===== config.mk =====
export PLATFORM = sky130hd
export DESIGN_NAME = uart_rx_fifo
export DESIGN_NICKNAME = d
export VERILOG_FILES = /design/src/rtl/uart_rx_fifo.sv
export SDC_FILE = /design/constraint.sdc
export NUM_CORES = 1
export LEC_CHECK = 0
export ABC_AREA = 1
export ABC_CLOCK_PERIOD_IN_PS = 2900
export CAP_MARGIN = 20
export CORE_MARGIN = 10
export CORE_UTILIZATION = 35
export CTS_CLUSTER_DIAMETER = 80
export DETAILED_ROUTE_END_ITERATION = 12
export PLACE_DENSITY = 0.56
export SLEW_MARGIN = 15
export SYNTH_ARGS = -nofsm -noshare
export SYNTH_HDL_FRONTEND = slang
export SYNTH_SLANG_ARGS = --single-unit

===== constraint.sdc =====
create_clock -name clk -period 2.9 [get_ports clk]
set_input_delay 0.29 -clock clk [delete_from_list [all_inputs] [get_ports clk]]
set_output_delay 0.29 -clock clk [all_outputs]
set_load 0.03 [all_outputs]

===== src/rtl/uart_rx_fifo.sv =====
// Receive-side FWFT byte buffer between the UART receiver and the CPU read path.
// The receiver cannot stall, so bytes arriving while full are dropped and flagged as overrun.
module uart_rx_fifo #(
  parameter int DEPTH = 8,
  parameter int WIDTH = 8
) (
  input  logic                     clk,
  input  logic                     rst_n,
  input  logic [WIDTH-1:0]         enq_data,
  input  logic                     enq_valid,
  output logic                     enq_ready,
  output logic [WIDTH-1:0]         deq_data,
  output logic                     deq_valid,
  input  logic                     deq_ready,
  output logic [$clog2(DEPTH):0]   count,
  output logic                     full,
  output logic                     overrun,
  input  logic                     overrun_clr
);

  localparam int AW = $clog2(DEPTH);
  localparam int CW = AW + 1;

  logic [WIDTH-1:0] r_mem [DEPTH];
  logic [AW-1:0]    r_wr_ptr;
  logic [AW-1:0]    r_rd_ptr;
  logic [CW-1:0]    r_count;
  logic             r_overrun;

  logic w_push;
  logic w_pop;
  logic w_write;
  logic w_drop;
  logic w_full;
  logic w_not_empty;

  assign w_not_empty = (r_count != '0);
  assign w_full      = (r_count == CW'(DEPTH));

  assign w_push  = enq_valid & enq_ready;
  assign w_pop   = w_not_empty & deq_ready;
  // A pop in the same cycle frees the head slot, so a push into a full FIFO still lands.
  assign w_write = w_push & (~w_full | w_pop);
  assign w_drop  = w_push & w_full & ~w_pop;

  always_ff @(posedge clk) begin
    if (w_write) begin
      r_mem[r_wr_ptr] <= enq_data;
    end
  end

  always_ff @(posedge clk or negedge rst_n) begin
    if (!rst_n) begin
      r_wr_ptr  <= '0;
      r_rd_ptr  <= '0;
      r_count   <= '0;
      r_overrun <= 1'b0;
    end else begin
      if (w_write) begin
        r_wr_ptr <= r_wr_ptr + AW'(1);
      end
      if (w_pop) begin
        r_rd_ptr <= r_rd_ptr + AW'(1);
      end
      if (w_write && !w_pop) begin
        r_count <= r_count + CW'(1);
      end else if (w_pop && !w_write) begin
        r_count <= r_count - CW'(1);
      end
      if (w_drop) begin
        r_overrun <= 1'b1;
      end else if (overrun_clr) begin
        r_overrun <= 1'b0;
      end
    end
  end

  assign enq_ready = 1'b1;
  assign deq_data  = r_mem[r_rd_ptr];
  assign deq_valid = w_not_empty;
  assign count     = r_count;
  assign full      = w_full;
  assign overrun   = r_overrun;

endmodule


Word-level counts from Yosys, hierarchy flattened
Memories as Yosys holds them, arrays and structs flattened.
Cells that the tools add are included.
- word-level logic and storage cells: 30
- bits in writable memories: 64
- input port bits: 13
- output and inout bits: 16
- bits in registers: 11
- memories: 1
- memory list (name ; depth ; bits a word ; read ports ; clocked after Yosys merged registers in ; wr ports ; RTL line ; source):
    r_mem ; 8 ; 8 ; 1 ; 0 ; 1 ; 24 ; logic [WIDTH-1:0] r_mem [DEPTH];
- bitwise operators: 7
- equal/unequal tests: 1
- reduce and logical (&&, ||, !) cells: 7
- $add $sub $neg: 4
- mux-type cells: 6
- operator list (kind ; number):
    4-bit two-way mux ; 2
    3-bit by 1-bit adder with 3-bit output (second input constant) ; 2
    4-bit by 1-bit adder with 4-bit output (second input constant) ; 1
    1-bit AND ; 4
    4-bit equality test (second input constant) ; 1
    1-bit two-way mux ; 4
    2-bit nonzero test ; 2
    4-bit nonzero test ; 1
    4-bit by 1-bit subtractor with 4-bit output (second input constant) ; 1
    1-bit logical AND ; 2
    1-bit logical NOT ; 2
    1-bit inverter ; 2
    1-bit OR ; 1

Depth between registers and ports, before layout
- word-level depth: 8
- gate-level depth with buffers: 13

Worst setup path before layout
No wires, ideal clock.
- kind: register -> register
- from: reg r_count[0] (netlist: count[0])
- to: reg r_count[3] (netlist: count[3])
- clock period less this slack: 2.464 ns
- cell stages (with the launch flop): 12
- slack: 0.436 ns
- setup time: 0.117 ns
- data required time: 2.783 ns
- data arrival time: 2.347 ns
- path through: dfrtp_1 > nor2_2 > nand3_1 > nand2_2 > ha_1 > inv_1 > ha_1 > or2_2 > nand2_1 > nand2_1 > nand3_1 > nand2_1
- cells in the longest elaborated chain, start to end: 7
- ends and longest elaborated chain (element ; RTL line ; source):
    start, declared ; 27 ; logic [CW-1:0] r_count;
    start signal, assigned ; 66 ; r_count <= r_count + CW'(1);
    start signal, assigned ; 68 ; r_count <= r_count - CW'(1);
    4-bit nonzero test * ; 37 ; assign w_not_empty = (r_count != '0);
    via deq_valid ; 13 ; output logic deq_valid,
    1-bit AND * ; 41 ; assign w_pop = w_not_empty & deq_ready;
    1-bit OR ; 43 ; assign w_write = w_push & (~w_full | w_pop);
    1-bit AND ; 43 ;
    1-bit logical NOT ; 67 ; end else if (w_pop && !w_write) begin
    1-bit logical AND ; 67 ;
    2-bit nonzero test (no line) ; - ;
The timed path passes the listed nets; every way through them passes the cells marked *. The select of a mux whose other input is x is not followed.
A chain may end at the register's enable or synchronous reset.

Final worst setup path
- from: reg r_rd_ptr[0]
- to: out deq_data[7]
- cells in the longest elaborated chain, start to end: 1
- ends and longest elaborated chain (element ; RTL line ; source):
    start, declared ; 26 ; logic [AW-1:0] r_rd_ptr;
    start signal, assigned ; 63 ; r_rd_ptr <= r_rd_ptr + AW'(1);
    memory 8 x 8 bit ; - ;
    end, declared ; 12 ; output logic [WIDTH-1:0] deq_data,
Every way passes these cells.

==> metrics.txt <==
clock skew=approximately 12 ps; Post-Syn Nets=approximately 330; Total GRT Usage=between 10% and 20%; Sequential Power Share=about 37%; worst r2r src=count[0]; top cells by area, synth=edfxtp_1 59%, nand2_1 14%, dfrtp_1 8.4%, o21ai_0 3.4%, nor2_1 2.5%; CP arrival=roughly 2300 ps; Tcrit/Tclk final=approximately 88%; PD cells=~1000 nW/um^2; Max Fclk=0.3922 GHz; predominant post-synthesis flop cell=edfxtp_1; number of global-route vias before repair=around 2200; sw frac=between 40% and 50%; total power=between 0.003 and 0.004 W; Final Hold Vio Count=0; Critical path origin=r_rd_ptr[0]; leading area contributor after synthesis=edfxtp_1; Netlist Area Pre-Place=about 3300 um^2; Die X=around 120 um; post-layout min period=between 2000 and 3000 ps; startpoint types=flop; async set or reset register ratio after synthesis=about 15%; num rows=35; crit end category=output port; core area=9153 um^2; Clk Latency, worst-skew pair=around 340 ps; most frequent cell after synthesis=nand2_1; P_sw=0.001647 W; Worst-Margin Slew=548.6 ps; Mapped Avg Cell Area=10.61 um^2; Num CTS Buffers=9; cells on worst reg2reg path=12; Via Count=2215; critical path peak fanout=14; nets=around 370; Starting Density=between 30 and 40%; layout overhead on the synthesized area=18.41%; crit path kind=flop to output port; Post-Place Worst Slack=324.9 ps; CTS Root Cell=clkbuf_8; antenna violations before repair=0; largest net degree at the start of global routing=20; Post-CTS Setup Inserts=0; sequential fraction of the synthesis area=67.23%; Post-synth EDFFs=64; grt total ovfl=0; Worst VDD drop=0.4945 mV; Post-DRT Antenna Nets=0; DR WL/cell=roughly 15 um; r2r setup slk=around 540 ps; Internal=~0.0023 W; Final WS setup=350.3 ps; CTS tree=yes; final setup fails=0; Critical Path RT=approximately 2600 ps; Diodes inserted=0; HPWL Detailed=around 4600 um; max-slew violations=0; Hold Path Class=primary input to asynchronous set/reset pin; logic gate share of total power=about 46%; I/O pins=29; Port Buffers=27; Clock Path Buffers=2; Slew HR=between 60% and 70%; yosys warns=0; CTS Sinks=75; setup tns final=0 ps; clock slew at reported path FFs=70 ps; Syn Inst Count=about 300; RSZ-0062 raised after global routing=false; run status=finished, final reports clean; synthesized flop and latch total=75; RePlAce Congestion=0.7618; drt first pass iters=4; first-pass GRT wire length=between 10000 and 15000 um; number of DRC markers in iteration 0=about 160; share of cells above drive strength 1=around a tenth; library cells used by synthesis=24; Synth top cells by count=120 x nand2_1, 64 x edfxtp_1, 22 x nor2_1, 22 x o21ai_0, 15 x inv_1; WHS=roughly 310 ps; htree depth=3; die height=roughly 120 um; Residual DRC=0; Via density=approximately 4.8; Crit Reg-Reg Endpoint=count[3]; total die area=about 14000 um^2; clock network fraction of total power=17.3%; Leakage=1.550 nW; Post-CTS Hold Fix Bufs=0; post-CTS sizing=0; post-synth top area share=between 50% and 60%; Final Routed Wirelength=approximately 7100 um; maxcap violations=0
stage by stage:
step	instance area, um^2	util (%)	instances
after floorplan	3268	-	308
after global placement	3701	40.44	449
after detailed placement	3701	40.44	449
after CTS	3870	42.28	465
after global routing	3870	42.28	465
final	3870	42.28	465
worst max path at each step:
stage / cells after the start / endpoint / slack (ps)
finish: 9 / deq_data[7] / 350
global route: 9 / deq_data[7] / 180
CTS: 9 / deq_data[7] / 320
detailed placement: 13 / count[3] / 320
global placement: 13 / count[3] / 410
floorplan: 11 / count[3] / 440
metal layers:
metal  share of wire [%]  vias to the layer above  wire length [um]  GRT usage (%)
li1                    -                     1102                 -              -
met5                   0                        -                 0              0
met3                 5.3                        7               378          4.006
met1                  46                     1062              3279          13.81
met4                0.79                        0                56          2.471
met2                  47                       44              3357          17.91
flip-flops by register name (all words and copies together) (netlist names):
name and flops:
count 4, r_mem 64, r_wr_ptr 3, overrun 1, r_rd_ptr 3
critical path: stages (launching register included):
cell             delay (ps)
dfrtp_1                 400
inv_2                   170
buf_4                   240
nand2_1                  70
nand2_1                  60
nand2_1                  50
o21ai_0                  80
nand2_1                  70
nand2_1                  90
clkdlybuf4s50_1         690
placed cells by master (no fill, tap or decap), types with 2 or more instances in the layout:
master,n
nand2_1,120
edfxtp_1,64
clkdlybuf4s50_1,27
nor2_1,22
o21ai_0,22
inv_1,15
buf_4,14
o21ai_1,13
dfrtp_1,11
clkbuf_8,9
nand3_1,8
ha_1,5
nor3_1,4
xnor2_1,3
clkinvlp_4,3
inv_2,2
clkinv_2,2
cell families after synthesis:
family	synth area share, %
flops	67.23
fa+ha+maj	2.527
other cells	0.1147
compound gates	5.513
xor+xnor	1.072
simple gates	19.10
buf+inv	4.441
final cells by class:
| cell class | instances | area (um^2) |
|---|---|---|
| clock buffer | 10 | 127.6 |
| fill | 880 | 5283 |
| sequential | 75 | 2197 |
| multi-input combinational | 205 | 925.9 |
| clock inverter | 6 | 41.29 |
| tap | 111 | 138.9 |
| inverter | 17 | 63.81 |
| timing repair buffer | 41 | 375.4 |
power groups by stage:
stage	sequential, W	clock (W)	combinational (W)
global route	0.00151	0.000765	0.00205
global placement	0.00150	0	0.00183
detailed placement	0.00150	0	0.00185
finish	0.00148	0.000689	0.00182
floorplan	0.00154	0	0.00117
CTS	0.00148	0.000716	0.00185
(Power assumes the default switching activity.)
